`src/rtl/dcim_pkg.sv`:
```
// Shared DCIM output-path constants and the activation saturation helper.
package dcim_pkg;

  localparam int ACC_WIDTH   = 51;
  localparam int BIAS_WIDTH  = 32;
  localparam int OUT_WIDTH   = 16;
  localparam int SHIFT_WIDTH = 6;
  localparam int RND_WIDTH   = ACC_WIDTH + 2;

  localparam logic signed [OUT_WIDTH-1:0] OUT_MAX = {1'b0, {(OUT_WIDTH-1){1'b1}}};
  localparam logic signed [OUT_WIDTH-1:0] OUT_MIN = {1'b1, {(OUT_WIDTH-1){1'b0}}};

  typedef struct packed {
    logic                        sat;
    logic signed [OUT_WIDTH-1:0] data;
  } act_t;

  function automatic act_t saturate(input logic signed [RND_WIDTH-1:0] val);
    act_t                        res;
    logic signed [RND_WIDTH-1:0] hi;
    logic signed [RND_WIDTH-1:0] lo;
    hi = {{(RND_WIDTH-OUT_WIDTH){OUT_MAX[OUT_WIDTH-1]}}, OUT_MAX};
    lo = {{(RND_WIDTH-OUT_WIDTH){OUT_MIN[OUT_WIDTH-1]}}, OUT_MIN};
    if (val > hi) begin
      res.sat  = 1'b1;
      res.data = OUT_MAX;
    end else if (val < lo) begin
      res.sat  = 1'b1;
      res.data = OUT_MIN;
    end else begin
      res.sat  = 1'b0;
      res.data = val[OUT_WIDTH-1:0];
    end
    return res;
  endfunction

endpackage

```
`src/rtl/dcim_out_fifo.sv`:
```
// Synchronous FIFO holding {sat, data} activation entries; head is read combinationally.
module dcim_out_fifo #(
  parameter int WIDTH = 17,
  parameter int DEPTH = 4
) (
  input  logic             clk,
  input  logic             rst_n,
  input  logic             push,
  input  logic [WIDTH-1:0] wdata,
  input  logic             pop,
  output logic [WIDTH-1:0] rdata,
  output logic             full,
  output logic             empty
);

  localparam int AW = $clog2(DEPTH);

  logic [WIDTH-1:0] mem [DEPTH];
  logic [AW:0]      wr_ptr;
  logic [AW:0]      rd_ptr;

  // Extra pointer MSB distinguishes full from empty when the indices match.
  always_ff @(posedge clk or negedge rst_n) begin
    if (!rst_n) begin
      wr_ptr <= '0;
      rd_ptr <= '0;
    end else begin
      if (push) wr_ptr <= wr_ptr + (AW+1)'(1);
      if (pop)  rd_ptr <= rd_ptr + (AW+1)'(1);
    end
  end

  always_ff @(posedge clk) begin
    if (push) mem[wr_ptr[AW-1:0]] <= wdata;
  end

  assign rdata = mem[rd_ptr[AW-1:0]];
  assign empty = (wr_ptr == rd_ptr);
  assign full  = (wr_ptr[AW] != rd_ptr[AW]) && (wr_ptr[AW-1:0] == rd_ptr[AW-1:0]);

endmodule

```
`src/rtl/dcim_requant_out.sv`:
```
// Requantises DCIM accumulator results (bias, rounding shift, saturate, ReLU)
// and buffers them in a small FIFO toward the activation SRAM writer.
module dcim_requant_out
  import dcim_pkg::*;
#(
  parameter int ACC_WIDTH  = dcim_pkg::ACC_WIDTH,
  parameter int BIAS_WIDTH = dcim_pkg::BIAS_WIDTH,
  parameter int OUT_WIDTH  = dcim_pkg::OUT_WIDTH,
  parameter int FIFO_DEPTH = 4
) (
  input  logic                         clk,
  input  logic                         rst_n,
  input  logic                         op_done,
  input  logic signed [ACC_WIDTH-1:0]  nout,
  input  logic signed [BIAS_WIDTH-1:0] cfg_bias,
  input  logic [SHIFT_WIDTH-1:0]       cfg_shift,
  input  logic                         cfg_relu,
  output logic                         out_valid,
  input  logic                         out_ready,
  output logic signed [OUT_WIDTH-1:0]  out_data,
  output logic                         out_sat,
  output logic                         ovf,
  input  logic                         ovf_clr,
  output logic [7:0]                   drop_cnt
);

  // Round-half-up arithmetic right shift; shift amounts beyond the accumulator clamp.
  function automatic logic signed [ACC_WIDTH+1:0] round_shift(
    input logic signed [ACC_WIDTH:0] sum,
    input logic [SHIFT_WIDTH-1:0]    shift
  );
    logic signed [ACC_WIDTH+1:0] ext;
    logic signed [ACC_WIDTH+1:0] half;
    int                          eff;
    eff = (int'(shift) > ACC_WIDTH) ? ACC_WIDTH : int'(shift);
    ext = {sum[ACC_WIDTH], sum};
    if (eff == 0) return ext;
    half = '0;
    half[eff-1] = 1'b1;
    return (ext + half) >>> eff;
  endfunction

  logic                         vld_p1, vld_p2, vld_p3;
  logic signed [ACC_WIDTH:0]    sum_p1;
  logic [SHIFT_WIDTH-1:0]       shift_p1;
  logic                         relu_p1, relu_p2;
  logic signed [ACC_WIDTH+1:0]  r_p2;
  act_t                         act_p2;
  logic signed [OUT_WIDTH-1:0]  data_p3;
  logic                         sat_p3;

  logic                         fifo_full, fifo_empty, push, pop, drop;
  logic [OUT_WIDTH:0]           head;

  always_ff @(posedge clk or negedge rst_n) begin
    if (!rst_n) begin
      vld_p1 <= 1'b0;
      vld_p2 <= 1'b0;
      vld_p3 <= 1'b0;
    end else begin
      vld_p1 <= op_done;
      vld_p2 <= vld_p1;
      vld_p3 <= vld_p2;
    end
  end

  // p0 -> p1: bias add at full width
  always_ff @(posedge clk) begin
    if (op_done) begin
      sum_p1   <= {nout[ACC_WIDTH-1], nout}
                + {{(ACC_WIDTH+1-BIAS_WIDTH){cfg_bias[BIAS_WIDTH-1]}}, cfg_bias};
      shift_p1 <= cfg_shift;
      relu_p1  <= cfg_relu;
    end
  end

  // p1 -> p2: rounding shift
  always_ff @(posedge clk) begin
    if (vld_p1) begin
      r_p2    <= round_shift(sum_p1, shift_p1);
      relu_p2 <= relu_p1;
    end
  end

  // sat reports clipping before ReLU zeroes negatives
  always_comb begin
    act_p2 = saturate(r_p2);
    if (relu_p2 && act_p2.data[OUT_WIDTH-1]) act_p2.data = '0;
  end

  // p2 -> p3: saturated activation
  always_ff @(posedge clk) begin
    if (vld_p2) begin
      data_p3 <= act_p2.data;
      sat_p3  <= act_p2.sat;
    end
  end

  // p3 -> FIFO: a full FIFO still accepts when the head leaves on the same edge
  assign pop  = out_valid && out_ready;
  assign push = vld_p3 && (!fifo_full || pop);
  assign drop = vld_p3 && fifo_full && !pop;

  dcim_out_fifo #(
    .WIDTH (OUT_WIDTH + 1),
    .DEPTH (FIFO_DEPTH)
  ) u_fifo (
    .clk   (clk),
    .rst_n (rst_n),
    .push  (push),
    .wdata ({sat_p3, data_p3}),
    .pop   (pop),
    .rdata (head),
    .full  (fifo_full),
    .empty (fifo_empty)
  );

  assign out_valid = !fifo_empty;
  assign out_data  = out_valid ? head[OUT_WIDTH-1:0] : '0;
  assign out_sat   = out_valid ? head[OUT_WIDTH] : 1'b0;

  always_ff @(posedge clk or negedge rst_n) begin
    if (!rst_n) begin
      ovf      <= 1'b0;
      drop_cnt <= '0;
    end else if (drop) begin
      ovf      <= 1'b1;
      drop_cnt <= ovf_clr ? 8'd1 : ((drop_cnt == 8'hFF) ? 8'hFF : drop_cnt + 8'd1);
    end else if (ovf_clr) begin
      ovf      <= 1'b0;
      drop_cnt <= '0;
    end
  end

endmodule

```
`config.mk`:
```
export PLATFORM = sky130hd
export DESIGN_NAME = dcim_requant_out
export DESIGN_NICKNAME = d
export VERILOG_FILES = /design/src/rtl/dcim_pkg.sv /design/src/rtl/dcim_out_fifo.sv /design/src/rtl/dcim_requant_out.sv
export SDC_FILE = /design/constraint.sdc
export NUM_CORES = 1
export LEC_CHECK = 0
export ABC_AREA = 1
export ABC_CLOCK_PERIOD_IN_PS = 9400
export CORE_ASPECT_RATIO = 0.8
export CORE_MARGIN = 2
export CORE_UTILIZATION = 50
export DETAILED_ROUTE_END_ITERATION = 7
export GPL_TIMING_DRIVEN = 0
export PLACE_DENSITY = 0.79
export SLEW_MARGIN = 20
export SYNTH_ARGS = -nofsm -noshare
export SYNTH_HDL_FRONTEND = slang
export SYNTH_HIERARCHICAL = 1
export SYNTH_SLANG_ARGS = --single-unit
export TNS_END_PERCENT = 1
```
`constraint.sdc`:
```
create_clock -name clk -period 9.4 [get_ports clk]
set_clock_uncertainty 0.1 [all_clocks]
set_input_delay 1.88 -clock clk [delete_from_list [all_inputs] [get_ports clk]]
set_output_delay 1.88 -clock clk [all_outputs]
set_load 0.01 [all_outputs]
```
### Yosys cells after proc, flatten, opt, wreduce, memory -nomap -nowiden

Memory sizes are Yosys's and may differ from the RTL's.
Index checks and enable logic that the tools add are counted.

* reductions and logical operators: 13
* multiplexer cells: 19
* add/sub/neg operators: 6
* equality and inequality tests: 4
* shifts and indexed selects: 1
* magnitude comparators: 5

Operators with widths (count)
* $mux 53: 2
* $add 52x53->53: 1
* $gt 53x16->1 const B: 1
* $lt 53x16->1 const B: 1
* $sshr 53x6->53: 1
* $add 51x32->52: 1
* $logic_not 32->1: 1
* $mux 16: 2
* $mux 8: 4
* $mux 17: 1
* $add 8x1->8 const B: 1
* $eq 8x8->1 const B: 1
* $lt 7x8->1 const B: 1
* $mux 1: 8
* $ge 7x1->1 const B: 1
* $logic_and 1x1->1: 7
* $sub 6x1->7 const B: 1
* $add 3x1->3 const B: 2
* $demux 1 s6: 1
* $gt 6x6->1 const B: 1
* $mux 6: 1
* $eq 3x3->1: 1
* $logic_not 1->1: 3
* $eq 2x2->1: 1
* 3 further kinds: 3

* bits in registers: 148
* memory bits (writable): 68
* memories: 1
* output and inout bits: 27

Memory list
* u_fifo.mem: words 4, bits a word 17, rd ports 1, clocked after Yosys merged registers in 0, write ports 1, line dcim_out_fifo.sv:18 `logic [WIDTH-1:0] mem [DEPTH];`

### Depth between registers and ports, before layout

Gate-level depths: netlist (run 1).

* depth after elaboration: 10
* mapped depth: 39

### Cells and area by module

Netlist (run 1), hierarchy kept.

Modules (own cells, without submodules)
* dcim_requant_out: seq. area each 4204.0 um^2, instances 1, cells each 2699, area an instance 16763.6 um^2
* dcim_out_fifo: seq. area each 2192.1 um^2, instances 1, cells each 257, area an instance 3209.3 um^2

### Least setup slack after synthesis (run 1)

No wires, ideal clock.

* path kind: reg-to-reg
* start: register shift_p1[5]
* end: register r_p2[5], data pin
* stages on the path, launching flop included: 36
* path buffers: 2
* period minus slack after synthesis: 4.820 ns
* data arrival time: 4.467 ns
* setup slack: 4.580 ns
* data required time: 9.046 ns
* path through: edfxtp_1 buf_4 nand2_4 inv_2 nand2_1 inv_2 nor2_2 clkbuf_1 ha_1 nand2_1 o21ai_2 nand2_4 nor2_1 nand2_1 nor2_1 ha_1 inv_1 fa_1 inv_1 nand3_1 nand3_1 nand2_1 nand2_1 nand2_1 nand2_1 nand2_1 nand3_1 nand2_1 nand3_1 nand3_1 nand3_1 nand3_1 nand3_1 nand2_1 a21oi_1 nor2_1

* cells in the longest elaborated chain, start to end: 10
* elaborated cells on any way between the ends: 14
* those cells by class: add/sub (2); order compare (3); shift (1); mux (6); reduce/logical (2)

Ends and longest elaborated chain
* from (decl): line dcim_requant_out.sv:45 `logic [SHIFT_WIDTH-1:0] shift_p1;`
* from (signal assigned): line dcim_requant_out.sv:72 `shift_p1 <= cfg_shift;`
* $gt 6x6->1: line dcim_requant_out.sv:35 `eff = (int'(shift) > ACC_WIDTH) ? ACC_WIDTH : int'(shift);`
* $mux 6 (*): line dcim_requant_out.sv:35
* $sub 6x1->7: line dcim_requant_out.sv:39 `half[eff-1] = 1'b1;`
* $lt 7x8->1 (not written as such) / $ge 7x1->1 (equally long branches): line dcim_requant_out.sv:39
* $logic_and 1x1->1 (not written as such): line dcim_requant_out.sv:39
* $mux 1 (not written as such): line dcim_requant_out.sv:39
* $demux 1 s6: line dcim_requant_out.sv:39
* $add 52x53->53: line dcim_requant_out.sv:40 `return (ext + half) >>> eff;`
* $sshr 53x6->53: line dcim_requant_out.sv:40
* $mux 53 (*): line dcim_requant_out.sv:38 `half = '0;`
* to (signal assigned): line dcim_requant_out.sv:80 `r_p2 <= round_shift(sum_p1, shift_p1);`
* to (decl): line dcim_requant_out.sv:47 `logic signed [ACC_WIDTH+1:0] r_p2;`

Mark *: on every way between the ends. The rest lies on a longest branch, timed or not. The select of a mux whose other input is x is not followed.
A chain may end at the register's enable or synchronous reset.

### Final worst setup path (run 1)

* start: register shift_p1[3]
* end: register r_p2[23], data pin

Same word-level chain as after synthesis.

==> flow_summary.json, run 1 <==
{
  "outcome": "completed",
  "port_buffers": 121,
  "hp-class": "reg2reg",
  "final.period_utilization_pct": 78.3,
  "insertion_delay_ns": 0.54,
  "fin_nets": 3311,
  "cts_buffer_depth": 3,
  "hold_ws_ns": 0.323,
  "cpMostUsedCell": "nand2_1",
  "critical_path_required_ns": 9.57,
  "fin_area_um2": 22700,
  "finalPower_mw": 4.30,
  "grt_pass1_vias": 20078,
  "core_um2": 39400,
  "critPathKind": "reg2reg",
  "ir_drop_v": 0.000117,
  "p_int_mw": 2.49,
  "synth.most_common_cell": "nand2_1",
  "pwr-share-comb_pct": 44.6,
  "p_sw_share_pct": 42.2,
  "first_pass_iters": 8,
  "yosys-top-cells-count": "nand2_1, nand3_1, inv_1, nor2_1, edfxtp_1",
  "yosysSeqAreaShare_pct": 32.0,
  "hold_viol": 0,
  "root_buffer": "clkbuf_16",
  "synth_area_leaders": "edfxtp_1, nand2_1, nand3_1, inv_1, ha_1",
  "ys_seq_elements": 216,
  "cp.arrival_ns": 7.53,
  "post_drt_wl_per_cell_um": 22.5,
  "row_count": 65,
  "clock_power_share_pct": 21.4,
  "die_w_um": 227,
  "drive_above_1_share_pct": 5.42,
  "gp_congestion": 1.10,
  "grt_setup_unrepaired": "no",
  "via_count": 21903,
  "postLayoutCoreUtil_pct": 57.4,
  "yosysTopAreaCellShare_pct": 29.8,
  "fin_crit_ns": 7.36,
  "drv_cap": 0,
  "start_util_pct": 50.6,
  "power_frac_seq_pct": 34.0,
  "async_flop_share_pct": 8.33,
  "switchingPower_mw": 1.82,
  "yosys.area.top_type": "edfxtp_1",
  "viasPerCell": 5.99,
  "clock_sinks": 216,
  "tightestPinTransition_ns": 0.866,
  "drt_wl_total_mm": 82.4,
  "grt_start_max_net_pins": 61,
  "cp_max_fo": 11,
  "postRouteAntennaNets": 0,
  "die-area_um2": 41600,
  "slew_headroom_pct": 42.2,
  "yosysWarnings": 6,
  "dpl.hpwl_mm": 69.6,
  "post-route-drc-count": 0,
  "die_h_um": 183,
  "grt_antenna_before_repair": 4,
  "startpoint_type": "flip-flop",
  "drtIter0Drc": 3015,
  "grt_pass1_wl_mm": 120,
  "grt-ovfl-total": 0,
  "synth_fp_nets": 3164,
  "slew_violations": 0,
  "cts_buffers": 22,
  "cpMaxStageDelayCell": "clkbuf_1",
  "netlist_area_um2": 20000,
  "clkSlewWorstSetupHoldPaths_ns": 0.06,
  "num_io_pins": 122,
  "p_leak_nw": 10.8,
  "yosysUniqueCellTypes": 53,
  "holdBufCountCts": 0,
  "avgSynthCellArea_um2": 6.76,
  "cts_tree": "done",
  "placed_area_um2": 21900,
  "htree_levels": 1,
  "synthCells": 2956,
  "finalSetupViolCount": 0,
  "endpoint_kind": "flip-flop",
  "post_cts_buffers": 0,
  "powerDensity_nw_per_um2": 190,
  "synth_edf_count": 198,
  "area.growth.synth_to_final_pct": 13.4,
  "synth_flop_cell": "edfxtp_1",
  "grt.total_usage_pct": 39.1,
  "cpPeakStageDelay_ns": 0.59,
  "cts_resized": 0,
  "tns_ns": 0,
  "fmax_mhz": 136
}
[cells by family (layout without fill, tap and decap cells)]
logic type | Yosys count | count (layout) | share of synthesized area, %
AO/OA/AOI/OAI | 351 | 351 | 10.5
XOR/XNOR | 66 | 66 | 2.89
adder cells (fa/ha/maj) | 113 | 113 | 7.15
buffers and inverters | 483 | 646 | 9.70
flip-flops | 216 | 216 | 32.0
other | 0 | 4 | 0
AND/OR/NAND/NOR | 1727 | 1727 | 37.7
[worst max-delay path, delay by kind of cell (launching register included)]
kind            cells  cell delay, ns
flops               1            0.44
compound gates      4            0.90
simple gates       17            3.48
buf+inv             6            1.37
fa+ha+maj           2            0.78
[power groups by stage]
stage          registers [mW]  clock network [mW]  logic (mW)
5_1_grt                  1.46               0.956        2.08
2_1_floorplan            1.35                   0        1.20
3_5_place_dp             1.47                   0        1.85
3_3_place_gp             1.46                   0        1.80
4_1_cts                  1.45               0.925        1.87
6_report                 1.47               0.920        1.92
[through the flow]
step / worst slack [ns] / std cells
floorplan: 4.58 / 2956
global placement: 2.55 / 3613
detailed placement: 2.49 / 3615
CTS: 2.45 / 3655
global route: 1.86 / 3655
finish: 2.04 / 3659
[layer usage]
layer / GRT usage [%] / part of all wire [%]
met1: 54.3 / 42
met2: 57.9 / 41
met3: 9.88 / 12
met4: 16.0 / 4.7
met5: 0 / 0.016
[cell type report]
cell class	count	area (µm²)
Sequential cell	216	6400
Tap cell	536	671
Buffer	87	438
Multi-Input combinational cell	2257	11600
Inverter	396	1500
Clock inverter	12	161
Antenna cell	4	10.0
Clock buffer	28	603
Fill cell	3664	16800
Timing Repair Buffer	123	1230
[placed cells by master (no fill, tap or decap), drive strengths merged, types with 45 or more instances in the layout]
cell and n:
nand2 824, nand3 496, inv 397, nor2 301, edfxtp 198, a21oi 181, clkdlybuf4s50 119, ha 111
o21ai 73, buf 60, clkbuf 59, xor2 45
[worst paths after layout]
path / start / to / slack (ns) / depth (start not counted)
max in group asynchronous: rst_n / vld_p1 / 7.60 / 1
max reg2reg: shift_p1[3] / r_p2[23] / 2.04 / 29
max: shift_p1[3] / r_p2[23] / 2.04 / 29
min: relu_p1 / relu_p2 / 0.32 / 0
min reg2reg: relu_p1 / relu_p2 / 0.32 / 0
min in group asynchronous: rst_n / drop_cnt[5] / 1.23 / 1
[state kept, by name, summed over array words and instances, names as in the netlist]
signal / cells
u_fifo/mem: 68
ovf: 1
vld_p1: 1
vld_p3: 1
relu_p1: 1
r_p2: 53
u_fifo/rd_ptr: 3
vld_p2: 1
relu_p2: 1
u_fifo/wr_ptr: 3
data_p3: 16
drop_cnt: 8
shift_p1: 6
sum_p1: 52
sat_p3: 1
Note: power is estimated with default switching activity, not from simulation.
==> run 2, diff against run 1 <==
ABC_CLOCK_PERIOD_IN_PS = 7660   (was 9400)
clock period = 7.66 ns   (was 9.4 ns; I/O delays follow)
==> results of run 2 <==
The final DEF is identical to that of run 1. Status: completed.
Among the figures that moved: setup slack after placement 2.49 ns -> 0.748 ns; setup slack after layout 2.04 ns -> 0.297 ns; register-to-register setup slack 2.04 ns -> 0.30 ns; total power 4.30 mW -> 5.28 mW; worst IR drop on VDD 0.000117 V -> 0.000144 V
